<file path="config.mk">
export PLATFORM = sky130hd
export DESIGN_NAME = snake_game_ctrl
export DESIGN_NICKNAME = d
export VERILOG_FILES = /design/src/rtl/snake_game_ctrl.sv
export SDC_FILE = /design/constraint.sdc
export NUM_CORES = 1
export LEC_CHECK = 0
export ABC_AREA = 1
export CORE_MARGIN = 8
export CORE_UTILIZATION = 35
export CTS_CLUSTER_SIZE = 40
export DETAILED_ROUTE_END_ITERATION = 10
export SLEW_MARGIN = 0
export SYNTH_ARGS = -nofsm -noshare
export SYNTH_HDL_FRONTEND = slang
export SYNTH_SLANG_ARGS = --single-unit
</file>
<file path="constraint.sdc">
create_clock -name CLK -period 3.86 [get_ports CLK]
set_clock_uncertainty 0.15 [all_clocks]
set_input_delay 0.386 -clock CLK [delete_from_list [all_inputs] [get_ports CLK]]
set_output_delay 0.386 -clock CLK [all_outputs]
set_load 0.02 [all_outputs]
</file>
<file path="src/rtl/snake_game_ctrl.sv">
// rtl/snake_game_ctrl.sv - snake game controller: PS/2 key decode, game FSM, move tick, score and speed
//
// Ports:
//   CLK         game clock
//   RESET_N     synchronous active-low reset
//   keycode     PS/2 set-2 scan byte, qualified by key_strobe
//   key_strobe  one-cycle pulse, keycode holds a new byte
//   hit_wall    level, snake head on border this move
//   hit_self    level, snake head on body this move
//   ate_food    one-cycle pulse, head reached food
//   direction   applied heading (00 up, 01 right, 10 down, 11 left)
//   move        one-cycle pulse, advance snake one cell
//   game_state  00 IDLE, 01 PLAY, 10 PAUSE, 11 OVER
//   score       foods eaten this game, saturating at 255
module snake_game_ctrl #(
    parameter int TICK_INIT = 2500000,
    parameter int TICK_MIN  = 625000,
    parameter int TICK_STEP = 125000
) (
    input  logic       CLK,
    input  logic       RESET_N,
    input  logic [7:0] keycode,
    input  logic       key_strobe,
    input  logic       hit_wall,
    input  logic       hit_self,
    input  logic       ate_food,
    output logic [1:0] direction,
    output logic       move,
    output logic [1:0] game_state,
    output logic [7:0] score
);

    typedef enum logic [1:0] {
        ST_IDLE  = 2'b00,
        ST_PLAY  = 2'b01,
        ST_PAUSE = 2'b10,
        ST_OVER  = 2'b11
    } state_e;

    localparam logic [21:0] P_INIT = 22'(TICK_INIT);
    localparam logic [21:0] P_MIN  = 22'(TICK_MIN);
    localparam logic [21:0] P_STEP = 22'(TICK_STEP);
    // One extra bit so the floor threshold itself cannot overflow.
    localparam logic [22:0] P_FLOOR_SUM = {1'b0, P_MIN} + {1'b0, P_STEP};

    localparam logic [7:0] KC_UP    = 8'h1D;
    localparam logic [7:0] KC_RIGHT = 8'h23;
    localparam logic [7:0] KC_DOWN  = 8'h1B;
    localparam logic [7:0] KC_LEFT  = 8'h1C;
    localparam logic [7:0] KC_SPACE = 8'h29;
    localparam logic [7:0] KC_BREAK = 8'hF0;
    localparam logic [7:0] KC_EXT   = 8'hE0;

    state_e      state_q, state_d;
    logic [1:0]  dir_q, dir_d;
    logic [1:0]  pend_q, pend_d;
    logic [7:0]  score_q, score_d;
    logic [21:0] period_q, period_d;
    logic [21:0] cnt_q, cnt_d;
    logic        brk_q, brk_d;
    logic        move_q, move_d;

    logic        key_space;
    logic        key_dir_vld;
    logic [1:0]  key_dir;
    logic        collision;

    // Key decode. The extended prefix is transparent so that E0 F0 xx
    // releases still discard xx.
    always_comb begin
        brk_d       = brk_q;
        key_space   = 1'b0;
        key_dir_vld = 1'b0;
        key_dir     = 2'b00;
        if (key_strobe && keycode != KC_EXT) begin
            if (brk_q) begin
                brk_d = 1'b0;
            end else if (keycode == KC_BREAK) begin
                brk_d = 1'b1;
            end else begin
                case (keycode)
                    KC_UP:    begin key_dir_vld = 1'b1; key_dir = 2'b00; end
                    KC_RIGHT: begin key_dir_vld = 1'b1; key_dir = 2'b01; end
                    KC_DOWN:  begin key_dir_vld = 1'b1; key_dir = 2'b10; end
                    KC_LEFT:  begin key_dir_vld = 1'b1; key_dir = 2'b11; end
                    KC_SPACE: key_space = 1'b1;
                    default:  ;
                endcase
            end
        end
    end

    assign collision = hit_wall | hit_self;

    always_comb begin
        state_d  = state_q;
        dir_d    = dir_q;
        pend_d   = pend_q;
        score_d  = score_q;
        period_d = period_q;
        cnt_d    = cnt_q;
        move_d   = 1'b0;
        case (state_q)
            ST_IDLE: begin
                if (key_space) begin
                    state_d  = ST_PLAY;
                    score_d  = 8'd0;
                    cnt_d    = 22'd0;
                    dir_d    = 2'b01;
                    pend_d   = 2'b01;
                    period_d = P_INIT;
                end
            end
            ST_PLAY: begin
                // Collision outranks both pause and food in the same cycle.
                if (collision) begin
                    state_d = ST_OVER;
                end else if (key_space) begin
                    state_d = ST_PAUSE;
                end else begin
                    // Reversal is judged against the applied heading, so two
                    // quick turns cannot fold the snake back onto itself.
                    if (key_dir_vld && key_dir != (dir_q ^ 2'b10)) begin
                        pend_d = key_dir;
                    end
                    if (ate_food) begin
                        if (score_q != 8'hFF) begin
                            score_d = score_q + 8'd1;
                        end
                        if ({1'b0, period_q} >= P_FLOOR_SUM) begin
                            period_d = period_q - P_STEP;
                        end else begin
                            period_d = P_MIN;
                        end
                    end
                    // >= rather than == so a period shrunk below the running
                    // count still fires instead of wrapping the counter.
                    if (cnt_q >= period_q - 22'd1) begin
                        cnt_d  = 22'd0;
                        move_d = 1'b1;
                        dir_d  = pend_q;
                    end else begin
                        cnt_d = cnt_q + 22'd1;
                    end
                end
            end
            ST_PAUSE: begin
                if (key_space) begin
                    state_d = ST_PLAY;
                end
            end
            ST_OVER: begin
                if (key_space) begin
                    state_d = ST_IDLE;
                end
            end
            default: state_d = ST_IDLE;
        endcase
    end

    always_ff @(posedge CLK) begin
        if (!RESET_N) begin
            state_q  <= ST_IDLE;
            dir_q    <= 2'b01;
            pend_q   <= 2'b01;
            score_q  <= 8'd0;
            period_q <= P_INIT;
            cnt_q    <= 22'd0;
            brk_q    <= 1'b0;
            move_q   <= 1'b0;
        end else begin
            state_q  <= state_d;
            dir_q    <= dir_d;
            pend_q   <= pend_d;
            score_q  <= score_d;
            period_q <= period_d;
            cnt_q    <= cnt_d;
            brk_q    <= brk_d;
            move_q   <= move_d;
        end
    end

    // move is registered together with the heading update, so the cycle
    // move is high already shows the new direction.
    assign direction  = dir_q;
    assign move       = move_q;
    assign game_state = state_q;
    assign score      = score_q;

endmodule
</file>
==> impl_metrics.yaml <==
routing:
  postRouteAntennaNets: 0
  wl_per_cell_um: 13.0
  vias: 4459
  drc_errors: 0
  routed_wl_mm: 11.7
  drt-pass1-iter-count: 6
  vias_per_cell: 4.97
  drt_iter0_drc: 314
sta:
  period_share_pct: 89.4
  hold_viol: 0
  finalSetupViolations: 0
  layout_min_cycle_time_ps: 3450
  worst_pin_slew_ps: 811
  max_freq_ghz: 0.290
  finalMaxSlewViolations: 0
  tns_ps: 0
  rsz0062_at_grt: "false"
  slew_headroom_pct: 45.9
synth:
  synthTopCellsByArea: "dfxtp_1, nand2_1, nor2_1, nand3_1, inv_1"
  yosys-top-cells-count: "nand2_1, nor2_1, inv_1, nand3_1, dfxtp_1"
  ys_ff_latch: 57
  async_flop_share_pct: 0
  seq_area_frac_synth_pct: 26.1
  synthDominantCellAreaShare_pct: 26.1
  avgSynthCellArea_um2: 6.27
  synth_warnings: 0
  synth.most_common_cell: "nand2_1"
  ys.flop_type: "dfxtp_1"
  syn_nets: 734
  yosys.area.top_type: "dfxtp_1"
  ys_types: 37
  synth_edf_count: 0
  syn_inst: 697
  synth.cell_area_mm2: 0.00437
setup_path:
  path_delay_family: "simple AND/OR/NAND/NOR gates"
  max_stage_delay_ps: 310
  cp_num_buf_inv: 3
  crit_chain: "inv_1 > ha_1 > inv_1 > nor2_1 > nand2_1 > nor2_1 > and3_1 > nand3_1 > nor3_1 > xor2_1 > inv_1 > ha_1 > a21oi_1 > o21ai_0 > nor2_1 > nand4_1 > nand2_2 > nand2_4 > nor2_1"
  cp_common_cell: "nor2_1"
  crit_fanout: 11
  critPathArrivalTime_ps: 3570
  required_ps: 3980
  end_kind: "flip-flop"
  critPathSlowestCell: "dfxtp_1"
  cp-start-kind: "flip-flop"
  criticalPathCategory: "flip-flop to flip-flop"
clocking:
  worstSkewPairLatency_ps: 340
  ctsHoldBuffers: 0
  cts_resized: 0
  clk_pin_slew_ps: 50
  clockBufferDepth: 2
  clockRootBuffer: "clkbuf_16"
  cts_tree: "done"
  cts_buffers: 9
  htreeDepth: 3
  numClockSinks: 57
  cts_setup_buffers: 0
place:
  routabilityCongestion: 0.874
  dp.cells: 882
  io_buffers: 26
  hpwl_mm: 8.96
finish:
  fin_nets: 758
  diodes: 0
  regArea_mm2: 0.00114
  final_cells: 897
  drive_above_1_share_pct: 6.48
  syn2layout_area_growth_pct: 16.8
  fill_cells: 1394
  multi_input_area_mm2: 0.00281
floorplanning:
  die_area_mm2: 0.0163
  start_util_pct: 35.2
  fp-row-count: 41
  fp.coreArea_mm2: 0.0124
  fp.dieH_um: 128
  die_x_um: 128
  ios: 27
global_route:
  grt_pass1_wl_mm: 19.5
  grt-ovfl-total: 0
  antenna_found_initial: 0
  grt_max_degree: 25
  grt_usage_pct: 14.8
  grt_pass1_vias: 4198
pwr:
  power_frac_seq_pct: 38.5
  irDropWorstVdd_mv: 0.182
  p_clk_share_pct: 58.0
  p_sw_share_pct: 20.4
  p_leak_nw: 2.14
  power_density_mw_per_mm2: 302
  intPower_w: 0.00123
  p_switching_w: 0.000314
  combPwrFrac_pct: 3.6
run:
  maxCapViolations: 0
run_status:
  status: "complete, no violations"
hold_path:
  min_path_type: "flip-flop to flip-flop"
sequential cells by signal (all words and copies together), names as in the netlist:
name        flops
brk_q           1
cnt_q          22
direction       2
game_state      2
move            1
pend_q          2
period_q       19
score           8
power groups by stage:
stage / Clock [W] / Combinational (W) / Sequential, W
after detailed placement: 0 / 0.0000549 / 0.000604
after global routing: 0.000941 / 0.0000610 / 0.000592
after floorplan: 0 / 0.0000317 / 0.000604
after global placement: 0 / 0.0000531 / 0.000604
after CTS: 0.000913 / 0.0000550 / 0.000592
final: 0.000893 / 0.0000549 / 0.000592
tightest hold or removal path: stages, from the launching register on:
cell and delay, ps:
dfxtp_1 330, nand2_1 50, nand3_1 50
logic make-up after synthesis:
group | after synthesis | share of synthesized area (%)
buf+inv | 101 | 9.80
fa+ha+maj | 23 | 6.59
compound gates | 88 | 10.6
flops | 57 | 26.1
simple gates | 397 | 40.7
xor+xnor | 31 | 6.22
cells in the final DEF (no fill, tap or decap), types with 4 or more instances in the layout:
master,instances
nor2_1,103
xor2_1,28
nand4_1,18
nand3_1,63
nand2_1,174
o22ai_1,4
o211ai_1,4
nor2_4,6
a21oi_1,46
nand2_2,5
dfxtp_1,57
clkdlybuf4s50_1,26
ha_1,23
nor3_1,10
clkbuf_16,9
nor2_2,4
o21ai_0,28
inv_1,79
inv_2,5
worst paths after layout:
kind,slack (ps),cells after the start,to,startpoint
worst min-delay path,310,2,pend_q[0]$_SDFFE_PN1P_,pend_q[0]$_SDFFE_PN1P_
worst min register to register,310,2,pend_q[0]$_SDFFE_PN1P_,pend_q[0]$_SDFFE_PN1P_
worst max-delay path,410,19,cnt_q[5]$_SDFFE_PN0P_,period_q[3]$_SDFFE_PN0P_
worst max register to register,410,19,cnt_q[5]$_SDFFE_PN0P_,period_q[3]$_SDFFE_PN0P_
metal layers:
metal | share of wire [%] | vias to the layer above | track usage [%] | wire length [µm]
met5 | 0 | - | 0 | 0
met4 | 2.0 | 0 | 6.36 | 229
met3 | 5.8 | 22 | 3.58 | 677
met2 | 44 | 113 | 23.4 | 5180
met1 | 48 | 2023 | 18.8 | 5580
li1 | - | 2301 | - | -
metrics by stage:
stage	total power, W	hold slack (ps)	area [µm²]	worst slack [ps]	utilization (%)
2_1_floorplan	0.000636	279	4370	837	-
3_3_place_gp	0.000657	295	4760	508	38.3
3_5_place_dp	0.000659	295	4760	391	38.3
4_1_cts	0.00156	309	5090	355	41.0
5_1_grt	0.00159	332	5100	18.9	41.1
6_report	0.00154	310	5100	410	41.1
area by class of cell:
cell class,count,share of cell area [%]
multi-input combinational,539,55.1
clock buffer,13,5.30
timing repair buffer,29,5.54
inverter,85,6.31
sequential,57,22.4
tap,172,4.22
clock inverter,2,1.18
(Power assumes the default switching activity.)
